## config.mk

```make
export PLATFORM = sky130hd
export DESIGN_NAME = u_rf_scoreboard
export DESIGN_NICKNAME = d
export VERILOG_FILES = /design/src/rtl/u_rf_scoreboard_pkg.sv /design/src/rtl/u_rf_sb_cnt.sv /design/src/rtl/u_rf_scoreboard.sv
export SDC_FILE = /design/constraint.sdc
export NUM_CORES = 1
export LEC_CHECK = 0
export ABC_AREA = 1
export CAP_MARGIN = 10
export CELL_PAD_IN_SITES_DETAIL_PLACEMENT = 1
export CELL_PAD_IN_SITES_GLOBAL_PLACEMENT = 1
export CORE_UTILIZATION = 41
export CTS_BUF_LIST = sky130_fd_sc_hd__clkbuf_2 sky130_fd_sc_hd__clkbuf_4 sky130_fd_sc_hd__clkbuf_8
export DETAILED_ROUTE_END_ITERATION = 8
export PLACE_DENSITY = 0.85
export SLEW_MARGIN = 5
export SYNTH_ARGS = -nofsm -noshare
export SYNTH_HDL_FRONTEND = slang
export SYNTH_SLANG_ARGS = --single-unit
export TNS_END_PERCENT = 1
```

## constraint.sdc

```tcl
create_clock -name clk -period 5 [get_ports clk]
set_input_delay 1 -clock clk [delete_from_list [all_inputs] [get_ports clk]]
set_output_delay 1 -clock clk [all_outputs]
set_load 0.005 [all_outputs]
```

## src/rtl/u_rf_scoreboard_pkg.sv

```systemverilog
// rtl/u_rf_scoreboard_pkg.sv - shared sizes, issue-slot struct and helpers for the RF scoreboard
package u_rf_scoreboard_pkg;

    // Global register-file geometry shared with the rest of the core.
    localparam int SUPER_SCALAR_NUM = 2;
    localparam int RF_DEPTH         = 32;
    localparam int RF_DEPTH_BIT     = 5;

    // Pending-write counter width and its saturation value.
    localparam int SB_CNT_W = 2;
    localparam logic [SB_CNT_W-1:0] SB_CNT_MAX = {SB_CNT_W{1'b1}};

    // Stall performance counter width.
    localparam int PERF_W = 32;

    // One decoded instruction as seen by the scoreboard.
    typedef struct packed {
        logic                    vld;
        logic [RF_DEPTH_BIT-1:0] rs1_idx;
        logic                    rs1_use;
        logic [RF_DEPTH_BIT-1:0] rs2_idx;
        logic                    rs2_use;
        logic                    rd_wen;
        logic [RF_DEPTH_BIT-1:0] rd;
    } sb_slot_t;

    // Population count of two request bits, giving a value 0..2.
    function automatic logic [1:0] count2(input logic a, input logic b);
        return {a & b, a ^ b};
    endfunction

endpackage

```

## src/rtl/u_rf_sb_cnt.sv

```systemverilog
// rtl/u_rf_sb_cnt.sv - pending-write counter for one architectural register
//
// Ports:
//   clk, rst_n  clock and asynchronous active-low reset
//   flush       clear the counter next cycle, ignoring this cycle's inc/dec
//   inc         number of issuing slots that write this register (0..2)
//   dec         number of writeback slots that complete this register (0..2)
//   eff         count after this cycle's writebacks (clamped at 0)
//   cnt_next    value the counter takes on the next clock edge
//   underflow   pulse: more writebacks than pending writes this cycle
module u_rf_sb_cnt
    import u_rf_scoreboard_pkg::*;
(
    input  logic                clk,
    input  logic                rst_n,
    input  logic                flush,
    input  logic [1:0]          inc,
    input  logic [1:0]          dec,
    output logic [SB_CNT_W-1:0] eff,
    output logic [SB_CNT_W-1:0] cnt_next,
    output logic                underflow
);

    logic [SB_CNT_W-1:0] cnt_q;
    logic [SB_CNT_W:0]   diff;
    logic [SB_CNT_W:0]   sum;
    logic                borrow;

    // One extra bit captures the borrow of cnt - dec.
    assign diff   = {1'b0, cnt_q} - {{(SB_CNT_W-1){1'b0}}, dec};
    assign borrow = diff[SB_CNT_W];
    assign eff    = borrow ? '0 : diff[SB_CNT_W-1:0];

    // Issue logic never lets the sum exceed SB_CNT_MAX; saturate anyway so a
    // protocol violation cannot wrap a busy register back to "ready".
    assign sum = {1'b0, eff} + {{(SB_CNT_W-1){1'b0}}, inc};

    always_comb begin
        cnt_next = '0;
        if (!flush) begin
            cnt_next = sum[SB_CNT_W] ? SB_CNT_MAX : sum[SB_CNT_W-1:0];
        end
    end

    // Writebacks in a flush cycle are discarded, so they cannot underflow.
    assign underflow = !flush && borrow;

    always_ff @(posedge clk or negedge rst_n) begin
        if (!rst_n) begin
            cnt_q <= '0;
        end else begin
            cnt_q <= cnt_next;
        end
    end

endmodule

```

## src/rtl/u_rf_scoreboard.sv

```systemverilog
// rtl/u_rf_scoreboard.sv - issue-side RAW/overflow hazard controller for the 2W/2R register file
//
// Ports:
//   clk, rst_n          clock and asynchronous active-low reset
//   flush               pipeline flush; blocks issue and clears all pending state
//   idu_sb_*[i]         decoded instruction in in-order issue slot i
//   lsu_sb_*[j]         writeback slot j completing a register write
//   sb_idu_issue_ok[i]  slot i may issue this cycle (combinational)
//   sb_busy_any         some register has a pending write (registered)
//   sb_err              sticky writeback underflow error
//   sb_stall_cnt        cycles slot 0 was valid but blocked
module u_rf_scoreboard
    import u_rf_scoreboard_pkg::*;
(
    input  logic                                           clk,
    input  logic                                           rst_n,
    input  logic                                           flush,
    input  logic [SUPER_SCALAR_NUM-1:0]                    idu_sb_vld,
    input  logic [SUPER_SCALAR_NUM-1:0][RF_DEPTH_BIT-1:0]  idu_sb_rs1_idx,
    input  logic [SUPER_SCALAR_NUM-1:0][RF_DEPTH_BIT-1:0]  idu_sb_rs2_idx,
    input  logic [SUPER_SCALAR_NUM-1:0]                    idu_sb_rs1_use,
    input  logic [SUPER_SCALAR_NUM-1:0]                    idu_sb_rs2_use,
    input  logic [SUPER_SCALAR_NUM-1:0]                    idu_sb_rd_wen,
    input  logic [SUPER_SCALAR_NUM-1:0][RF_DEPTH_BIT-1:0]  idu_sb_rd,
    input  logic [SUPER_SCALAR_NUM-1:0]                    lsu_sb_pipe_vld,
    input  logic [SUPER_SCALAR_NUM-1:0]                    lsu_sb_wen,
    input  logic [SUPER_SCALAR_NUM-1:0][RF_DEPTH_BIT-1:0]  lsu_sb_rd,
    output logic [SUPER_SCALAR_NUM-1:0]                    sb_idu_issue_ok,
    output logic                                           sb_busy_any,
    output logic                                           sb_err,
    output logic [PERF_W-1:0]                              sb_stall_cnt
);

    sb_slot_t            slot [SUPER_SCALAR_NUM];
    logic [SB_CNT_W-1:0] eff_arr      [RF_DEPTH];
    logic [SB_CNT_W-1:0] cnt_next_arr [RF_DEPTH];
    logic [RF_DEPTH-1:0] uf_vec;
    logic [RF_DEPTH-1:0] busy_vec;
    logic [SUPER_SCALAR_NUM-1:0] wb_hit;
    logic [SUPER_SCALAR_NUM-1:0] fire;
    logic [SUPER_SCALAR_NUM-1:0] issue_ok;

    // Bundle the per-slot ports into one struct per slot.
    always_comb begin
        for (int i = 0; i < SUPER_SCALAR_NUM; i++) begin
            slot[i].vld     = idu_sb_vld[i];
            slot[i].rs1_idx = idu_sb_rs1_idx[i];
            slot[i].rs1_use = idu_sb_rs1_use[i];
            slot[i].rs2_idx = idu_sb_rs2_idx[i];
            slot[i].rs2_use = idu_sb_rs2_use[i];
            slot[i].rd_wen  = idu_sb_rd_wen[i];
            slot[i].rd      = idu_sb_rd[i];
        end
    end

    assign wb_hit = lsu_sb_pipe_vld & lsu_sb_wen;

    // x0 is never tracked: it always reads as zero pending writes.
    assign eff_arr[0]      = '0;
    assign cnt_next_arr[0] = '0;
    assign uf_vec[0]       = 1'b0;

    for (genvar r = 1; r < RF_DEPTH; r++) begin : g_cnt
        logic [1:0] dec_r;
        logic [1:0] inc_r;

        assign dec_r = count2(wb_hit[0] && (lsu_sb_rd[0] == RF_DEPTH_BIT'(r)),
                              wb_hit[1] && (lsu_sb_rd[1] == RF_DEPTH_BIT'(r)));
        assign inc_r = count2(fire[0] && slot[0].rd_wen && (slot[0].rd == RF_DEPTH_BIT'(r)),
                              fire[1] && slot[1].rd_wen && (slot[1].rd == RF_DEPTH_BIT'(r)));

        u_rf_sb_cnt u_cnt (
            .clk       (clk),
            .rst_n     (rst_n),
            .flush     (flush),
            .inc       (inc_r),
            .dec       (dec_r),
            .eff       (eff_arr[r]),
            .cnt_next  (cnt_next_arr[r]),
            .underflow (uf_vec[r])
        );
    end

    always_comb begin
        for (int r = 0; r < RF_DEPTH; r++) begin
            busy_vec[r] = |cnt_next_arr[r];
        end
    end

    // Issue decision. eff already includes this cycle's writebacks, so a
    // source whose last write completes now is ready via the RF bypass.
    logic                rdy0, rdy1, sat0, sat1, raw1, waw;
    logic [SB_CNT_W:0]   need1;

    always_comb begin
        rdy0 = (!slot[0].rs1_use || (eff_arr[slot[0].rs1_idx] == '0)) &&
               (!slot[0].rs2_use || (eff_arr[slot[0].rs2_idx] == '0));
        rdy1 = (!slot[1].rs1_use || (eff_arr[slot[1].rs1_idx] == '0)) &&
               (!slot[1].rs2_use || (eff_arr[slot[1].rs2_idx] == '0));

        // Room for one more pending write on rd0.
        sat0 = !slot[0].rd_wen || (eff_arr[slot[0].rd] != SB_CNT_MAX);

        // Slot 1 reading what slot 0 writes in the same bundle.
        raw1 = slot[0].rd_wen && (slot[0].rd != '0) &&
               ((slot[1].rs1_use && (slot[1].rs1_idx == slot[0].rd)) ||
                (slot[1].rs2_use && (slot[1].rs2_idx == slot[0].rd)));

        // When both slots write the same rd, slot 1 must leave room for slot 0's increment too.
        waw   = slot[0].rd_wen && slot[1].rd_wen && (slot[0].rd == slot[1].rd);
        need1 = {1'b0, eff_arr[slot[1].rd]} + (SB_CNT_W+1)'(waw) + (SB_CNT_W+1)'(1);
        sat1  = !slot[1].rd_wen || (need1 <= {1'b0, SB_CNT_MAX});

        issue_ok[0] = !flush && rdy0 && sat0;
        issue_ok[1] = !flush && slot[0].vld && issue_ok[0] && rdy1 && !raw1 && sat1;

        for (int i = 0; i < SUPER_SCALAR_NUM; i++) begin
            fire[i] = slot[i].vld && issue_ok[i];
        end
    end

    assign sb_idu_issue_ok = issue_ok;

    always_ff @(posedge clk or negedge rst_n) begin
        if (!rst_n) begin
            sb_busy_any  <= 1'b0;
            sb_err       <= 1'b0;
            sb_stall_cnt <= '0;
        end else begin
            sb_busy_any <= |busy_vec;
            if (|uf_vec) begin
                sb_err <= 1'b1;
            end
            if (!flush && slot[0].vld && !issue_ok[0]) begin
                sb_stall_cnt <= sb_stall_cnt + PERF_W'(1);
            end
        end
    end

endmodule

```

==> results of run 1 <==
-- synth_stat cells, drive strengths merged, types with 33 or more instances --
cell,number,area share (%)
a21oi,60,2.3
dfrtp,96,19
fa,62,9.7
ha,127,12
inv,373,11
nand2,452,13
nand3,134,6.0
nand4,39,2.1
nor2,221,7.9
nor3,55,2.8
o21ai,96,3.7
o22ai,33,1.6
-- cell families after synthesis --
group                      count (synthesis)  share of synthesized area, %
and+or+nand+nor                          927                         33.49
buffers and inverters                    434                         14.14
AOI/OAI and AO/OA                        219                         9.495
adders and majority gates                189                         22.05
DFF                                       96                         18.72
xor gates and xnor gates                  31                         2.115
-- through the flow --
| step | area [um^2] | setup slack, ns | TNS, ns |
|---|---|---|---|
| after detailed placement | 17670 | -3.023 | -163.19 |
| after floorplan | 12870 | -0.7034 | -15.78 |
| after CTS | 18500 | -1.734 | -73.66 |
| after global placement | 17670 | -2.299 | -117.41 |
-- metal layers --
metal  global-route usage (%)  overflow
met4                    71.12        69
met3                    62.96         0
met1                    75.25         0
met2                    92.18        67
met5                    33.65         0
-- what timing repair did --
action | 4_1_cts
pin swaps | 41
buffers inserted | 6
gates resized for setup | 174
cloned | 2
setup endpoints to repair | 97
==> flow_metrics.py, run 1 <==
metrics = {
    "clocking": {
        "clockRootBuffer": "clkbuf_8",
        "cts.sinks": 96,
        "cts-hold-fix-buffers": 0,
        "clockBufferDepth": 2,
        "numCtsBuffers": 9,
        "cts-htree-levels": 3,
    },
    "synthesis": {
        "syn_inst": 1896,
        "ys_warn_count": 0,
        "synthArstFlopShare_pct": 100.0,
        "synth_edf_count": 0,
        "avgSynthCellArea_um2": 6.769,
        "syn_nets": 2140,
        "synth-seq-cells": 96,
        "syn_area_um2": 12830,
        "ys.flop_type": "dfrtp_1",
        "synth.distinct_cells": 49,
        "yosysSeqAreaShare_pct": 18.72,
    },
    "placed_design": {
        "gp_congestion": 1.062,
        "port_buffers": 90,
        "place_inst": 2796,
        "place_hpwl_um": 63890,
    },
    "run_status": {
        "outcome": "aborted with a tool error",
        "error_line": "[ERROR GRT-0232] Routing congestion too high. Check the congestion heatmap in the GUI.",
        "haltStage": "5_1_grt",
    },
    "grt": {
        "grt_start_max_net_pins": 66,
        "gr-total-overflow": 136,
        "grt_usage_pct": 75.69,
    },
    "die": {
        "rows": 64,
        "num_io_pins": 91,
        "die_w_um": 178.9,
        "die_h_um": 178.9,
        "start_util_pct": 41.85,
    },
    "timing": {
        "endpoint_type": "register input",
        "crit_endpoint": "sb_busy_any$_DFF_PN0_/D",
    },
}
==> run 2, diff against run 1 <==
--- a/config.mk
+++ b/config.mk
@@ -7,12 +7,9 @@
 export LEC_CHECK = 0
 export ABC_AREA = 1
 export CAP_MARGIN = 10
-export CELL_PAD_IN_SITES_DETAIL_PLACEMENT = 1
-export CELL_PAD_IN_SITES_GLOBAL_PLACEMENT = 1
-export CORE_UTILIZATION = 41
-export CTS_BUF_LIST = sky130_fd_sc_hd__clkbuf_2 sky130_fd_sc_hd__clkbuf_4 sky130_fd_sc_hd__clkbuf_8
+export CORE_UTILIZATION = 38
 export DETAILED_ROUTE_END_ITERATION = 8
-export PLACE_DENSITY = 0.85
+export PLACE_DENSITY_LB_ADDON = 0.15
 export SLEW_MARGIN = 5
 export SYNTH_ARGS = -nofsm -noshare
 export SYNTH_HDL_FRONTEND = slang
==> constraint.sdc (replaced) <==
create_clock -name clk -period 6.5 [get_ports clk]
set_input_delay 1.3 -clock clk [delete_from_list [all_inputs] [get_ports clk]]
set_output_delay 1.3 -clock clk [all_outputs]
set_load 0.005 [all_outputs]
==> flow_metrics.py, run 2 <==
metrics = {
    "run_status": {
        "outcome": "complete, but fails checks",
        "violations": "setup timing",
    },
    "timing": {
        "setup_viol": 1,
        "fin_crit_sh_pct": 103.1,
        "finalSetupTns_ns": -0.2044,
        "fin_ws_ns": -0.2044,
        "tightest_slew_ns": 0.9613,
        "slew_headroom_pct": 35.76,
        "hold_slack_ns": 0.4869,
        "grt_setup_unrepaired": "true",
        "final_hold_viol_count": 0,
        "max_freq_ghz": 0.1492,
        "fin_crit_ns": 6.704,
        "fin_skew_ns": 0.01214,
        "slew_viol_final": 0,
    },
    "worst_setup_path": {
        "crit_required_ns": 6.75,
        "crit_fanout": 9,
        "rr_startpoint": "g_cnt[15].u_cnt.cnt_q[0]",
        "timing.rr.end": "sb_busy_any",
        "critPathKind": "in -> reg",
        "cpMostUsedCell": "ha_1",
        "crit_arrival_ns": 6.96,
        "endpoint_kind": "flop",
        "start_kind": "primary input",
        "crit_path_start": "lsu_sb_rd[8]",
        "crit_end": "sb_busy_any",
        "rrSetupSlack_ns": 1.18,
        "critPathSlowestCell": "fa_1",
        "r2r_cells": 31,
        "crit_path_max_incr_delay_ns": 0.49,
    },
    "run": {
        "maxCapViolations": 0,
    },
    "synthesis": {
        "syn_nets": 2140,
        "ys.flop_type": "dfrtp_1",
        "avgSynthCellArea_um2": 6.769,
        "synth_area_leaders": "dfrtp_1 (19%), nand2_1 (13%), ha_1 (12%)",
        "synth_top_area_cell": "dfrtp_1",
        "syn_inst": 1896,
        "synth-seq-cells": 96,
        "synth_edf_count": 0,
        "synth.most_common_cell": "nand2_1",
        "yosysSeqAreaShare_pct": 18.72,
        "synth_common_cells": "nand2_1 (447), inv_1 (362), nor2_1 (174)",
        "synth.distinct_cells": 49,
        "synth_top_area_share_pct": 18.72,
        "syn_area_um2": 12830,
        "ys_warn_count": 0,
        "synthArstFlopShare_pct": 100.0,
    },
    "power": {
        "p_clk_share_pct": 28.5,
        "p_sw_uw": 739.7,
        "leakage_nw": 9.260,
        "seqPwrFrac_pct": 34.3,
        "power_density_nw_per_um2": 105.7,
        "internal_power_mw": 1.176,
        "p_comb_share_pct": 37.1,
        "total_power_mw": 1.916,
        "ir_drop_v": 0.0001472,
        "swShare_pct": 38.61,
    },
    "layout": {
        "nets": 2576,
        "largest_register_ffs": 62,
        "fin_util_pct": 55.14,
        "layout_commonest_cell": "nand2_1",
        "layout_common_cells": "nand2_1 (402), buf_4 (371), inv_1 (344)",
        "top_register": "g_cnt.u_cnt.cnt_q",
        "drive_gt1_share_pct": 29.91,
        "reg_top3": "g_cnt.u_cnt.cnt_q (62), sb_stall_cnt (32)",
        "antennaDiodeCount": 0,
        "syn_to_final_growth_pct": 41.20,
    },
    "die": {
        "die_w_um": 185.8,
        "dieArea_um2": 34510,
        "die_h_um": 185.8,
        "start_util_pct": 39.05,
        "coreArea_um2": 32870,
        "num_io_pins": 91,
        "rows": 66,
    },
    "placed_design": {
        "place_hpwl_um": 54430,
        "pre_cts_ws_ns": -1.370,
        "port_buffers": 90,
        "gp_congestion": 1.077,
    },
    "clocking": {
        "numCtsBuffers": 9,
        "cts-hold-fix-buffers": 0,
        "cts-htree-levels": 3,
        "clockRootBuffer": "clkbuf_16",
        "clk_pin_slew_ns": 0.07,
        "insertion_delay_ns": 0.39,
        "cts_tree": "yes",
        "cts.sinks": 96,
        "clockBufferDepth": 2,
    },
    "detailed_routing": {
        "wl_per_cell_um": 23.73,
        "ant_nets": 0,
        "drt_wl_total_um": 65940,
        "drtPass1Iterations": 6,
        "num_vias": 15002,
        "first_iter_violations": 1704,
        "avgViaCountPerCell": 5.398,
        "drc": 0,
    },
    "grt": {
        "grt_pass1_vias": 14575,
        "grt_usage_pct": 39.05,
        "grt_pass1_wl_um": 95770,
        "grt_start_max_net_pins": 68,
        "antenna_found_initial": 0,
        "gr-total-overflow": 0,
    },
    "worst_hold_path": {
        "min_path_type": "reg -> reg",
    },
}
run 2: cell counts after synthesis:
No cell type changed its count.
run 2: layer usage:
layer  GRT usage [%]  vias up  part of all wire [%]
li1                -     6906                     -
met1           52.13     7117                    41
met2           58.46      803                    43
met3           7.807      176                   9.8
met4           22.13        0                   6.4
met5               0        -                     0
run 2: how the worst min path moves through the flow:
stage	start	end	depth (start not counted)
floorplan	sb_err	sb_err	1
global placement	sb_err	sb_err	1
detailed placement	sb_err	sb_err	1
CTS	sb_err	sb_err	1
global route	sb_err	sb_err	1
finish	sb_err	sb_err	1
run 2: layout make-up:
| cell class | count | area [um^2] |
|---|---|---|
| Fill cell | 3304 | 14740 |
| Multi-Input combinational cell | 1366 | 9447 |
| Timing Repair Buffer | 479 | 3985 |
| Sequential cell | 96 | 2402 |
| Inverter | 379 | 1440 |
| Tap cell | 442 | 553.0 |
| Clock buffer | 9 | 225.2 |
| Clock inverter | 7 | 62.56 |
| Timing Repair inverter | 1 | 7.507 |
run 2: cells by family after synthesis:
family | after synthesis | share of synthesized area (%)
and+or+nand+nor | 927 | 33.49
buffers and inverters | 434 | 14.14
AOI/OAI and AO/OA | 219 | 9.495
adders and majority gates | 189 | 22.05
DFF | 96 | 18.72
xor gates and xnor gates | 31 | 2.115
run 2: stage by stage:
| step | area [um^2] | instances |
|---|---|---|
| after floorplan | 12830 | 1896 |
| after global placement | 16800 | 2742 |
| after detailed placement | 16800 | 2742 |
| after CTS | 17330 | 2761 |
| after global routing | 18120 | 2779 |
| final | 18120 | 2779 |
run 2: power groups by stage:
stage	sequential (mW)	clock (mW)	combinational, mW
6_report	0.658	0.547	0.712
5_1_grt	0.661	0.585	0.755
4_1_cts	0.657	0.561	0.662
3_5_place_dp	0.668	0	0.649
3_3_place_gp	0.668	0	0.648
2_1_floorplan	0.662	0	0.307
run 2: timing repair:
| action | 4_1_cts | 5_1_grt |
|---|---|---|
| cloned | 0 | 1 |
| buffers inserted | 3 | 17 |
| setup endpoints to repair | 58 | 65 |
| endpoints found under the hold margin | 0 | 0 |
| gates resized for setup | 61 | 200 |
| pin swaps | 9 | 57 |
run 2: critical path, delay by kind of cell:
| family | cells | cell delay, ns |
|---|---|---|
| adders and majority gates | 7 | 1.83 |
| and+or+nand+nor | 12 | 1.85 |
| AOI/OAI and AO/OA | 6 | 0.99 |
| buffers and inverters | 8 | 0.95 |
Note: power is estimated with default switching activity, not from simulation.
==> run 3, diff against run 2 <==
--- a/config.mk
+++ b/config.mk
@@ -6,7 +6,6 @@
 export NUM_CORES = 1
 export LEC_CHECK = 0
 export ABC_AREA = 1
-export CAP_MARGIN = 10
 export CORE_UTILIZATION = 38
 export DETAILED_ROUTE_END_ITERATION = 8
 export PLACE_DENSITY_LB_ADDON = 0.15
==> results of run 3 <==
The final DEF is identical to that of run 2; final timing and power are the same.
==> run 4, diff against run 3 <==
--- a/config.mk
+++ b/config.mk
@@ -9,6 +9,7 @@
 export CORE_UTILIZATION = 38
 export DETAILED_ROUTE_END_ITERATION = 8
 export PLACE_DENSITY_LB_ADDON = 0.15
+export SETUP_SLACK_MARGIN = 0.2
 export SLEW_MARGIN = 5
 export SYNTH_ARGS = -nofsm -noshare
 export SYNTH_HDL_FRONTEND = slang
==> flow_metrics.py, run 4 (synthesized netlist as in run 2, its figures left out) <==
metrics = {
    "clocking": {
        "cts_tree": "yes",
        "clockBufferDepth": 2,
        "clockRootBuffer": "clkbuf_16",
        "numCtsBuffers": 9,
        "cts.sinks": 96,
        "clk_pin_slew_ns": 0.07,
        "cts-hold-fix-buffers": 0,
        "insertion_delay_ns": 0.39,
        "cts-htree-levels": 3,
    },
    "worst_setup_path": {
        "endpoint_kind": "flop",
        "crit_fanout": 10,
        "crit_arrival_ns": 6.91,
        "critPathSlowestCell": "fa_1",
        "critPathKind": "in -> reg",
        "start_kind": "primary input",
        "worst-path-buf-inv": 12,
        "crit_path_max_incr_delay_ns": 0.50,
        "crit_family": "adder cells",
        "crit_required_ns": 6.76,
    },
    "grt": {
        "antenna_found_initial": 0,
        "grt_start_max_net_pins": 68,
        "grt_pass1_vias": 14567,
        "gr-total-overflow": 0,
        "grt_pass1_wl_um": 95770,
        "grt_usage_pct": 39.05,
    },
    "die": {
        "dieArea_um2": 34510,
        "die_h_um": 185.8,
        "start_util_pct": 39.05,
        "rows": 66,
        "num_io_pins": 91,
        "die_w_um": 185.8,
        "coreArea_um2": 32870,
    },
    "placed_design": {
        "place_hpwl_um": 54430,
        "gp_congestion": 1.077,
        "placedInstanceArea_um2": 16800,
        "place_inst": 2742,
        "pre_cts_ws_ns": -1.370,
        "port_buffers": 90,
    },
    "layout": {
        "drive_gt1_share_pct": 30.27,
        "layout_common_cells": "nand2_1 (404), buf_4 (374), inv_1 (344)",
        "nets": 2578,
        "syn_to_final_growth_pct": 41.76,
        "fin_cells": 2781,
        "final_area_um2": 18200,
        "final.fill_count": 3296,
        "multi_input_area_um2": 9495,
        "regArea_um2": 2402,
        "largest_register_ffs": 62,
        "fin_util_pct": 55.36,
        "top_register": "g_cnt.u_cnt.cnt_q",
        "antennaDiodeCount": 0,
        "reg_top3": "g_cnt.u_cnt.cnt_q (62), sb_stall_cnt (32)",
        "layout_commonest_cell": "nand2_1",
    },
    "power": {
        "leakage_nw": 9.272,
        "total_power_mw": 1.920,
        "power_density_nw_per_um2": 105.5,
        "ir_drop_v": 0.0001479,
    },
    "run_status": {
        "violations": "setup timing",
        "outcome": "complete, but fails checks",
    },
    "timing": {
        "tightest_slew_ns": 0.9566,
        "fin_skew_ns": 0.01257,
        "finalSetupTns_ns": -0.1540,
        "max_freq_ghz": 0.1503,
        "grt_setup_unrepaired": "true",
        "fin_crit_sh_pct": 102.4,
        "slew_viol_final": 0,
        "hold_slack_ns": 0.4891,
        "setup_viol": 1,
        "slew_headroom_pct": 36.07,
        "fin_ws_ns": -0.1540,
        "final_hold_viol_count": 0,
        "fin_crit_ns": 6.654,
    },
    "detailed_routing": {
        "first_iter_violations": 1636,
        "wl_per_cell_um": 23.67,
        "ant_nets": 0,
        "avgViaCountPerCell": 5.419,
        "num_vias": 15069,
        "drt_wl_total_um": 65830,
        "drc": 0,
        "drtPass1Iterations": 5,
    },
    "worst_hold_path": {
        "min_path_type": "reg -> reg",
    },
    "run": {
        "maxCapViolations": 0,
    },
}
[run 4: worst paths after layout]
check                                           end                      from  slack, ns  cells after the start
hold reg to reg                              sb_err                    sb_err       0.49                      1
setup / recovery                        sb_busy_any             lsu_sb_wen[1]      -0.15                     39
hold / removal                               sb_err                    sb_err       0.49                      1
min in group asynchronous          sb_stall_cnt[31]                     rst_n       0.85                      1
max in group asynchronous  g_cnt[30].u_cnt.cnt_q[0]                     rst_n       4.37                      2
setup reg to reg                        sb_busy_any  g_cnt[15].u_cnt.cnt_q[0]       1.17                     31
[run 4: final cells by class]
cell class	count	area share, %
Timing Repair Buffer	482	22.06
Clock buffer	9	1.238
Sequential cell	96	13.20
Inverter	379	7.929
Multi-Input combinational cell	1366	52.19
Tap cell	442	3.039
Clock inverter	7	0.3438
[run 4: worst register-to-register path: cells and delay by family (launching register included)]
kind,cells,cell delay [ns]
AOI/OAI and AO/OA,1,0.11
and+or+nand+nor,16,2.19
DFF,1,0.37
adders and majority gates,5,1.42
buffers and inverters,9,1.11
[run 4: timing repair]
item,in CTS,in global routing
pin swaps,10,65
buffers inserted,3,19
cloned,0,1
setup endpoints to repair,65,65
resized for setup,66,219
[run 4: where the power goes]
part / internal (mW) / switching (mW) / leakage, nW
registers: 0.624 / 0.0327 / 1.32
clock network: 0.268 / 0.280 / 0.138
logic: 0.286 / 0.430 / 7.81
total: 1.18 / 0.742 / 9.27
[run 4: routing by layer]
layer | part of all wire, % | GRT usage (%) | wire, um | vias up
li1 | - | - | - | 6916
met1 | 42 | 52.05 | 27410 | 7166
met2 | 43 | 58.46 | 28170 | 804
met3 | 9.2 | 7.905 | 6035 | 183
met4 | 6.4 | 22.20 | 4220 | 0
met5 | 0 | 0 | 0 | -
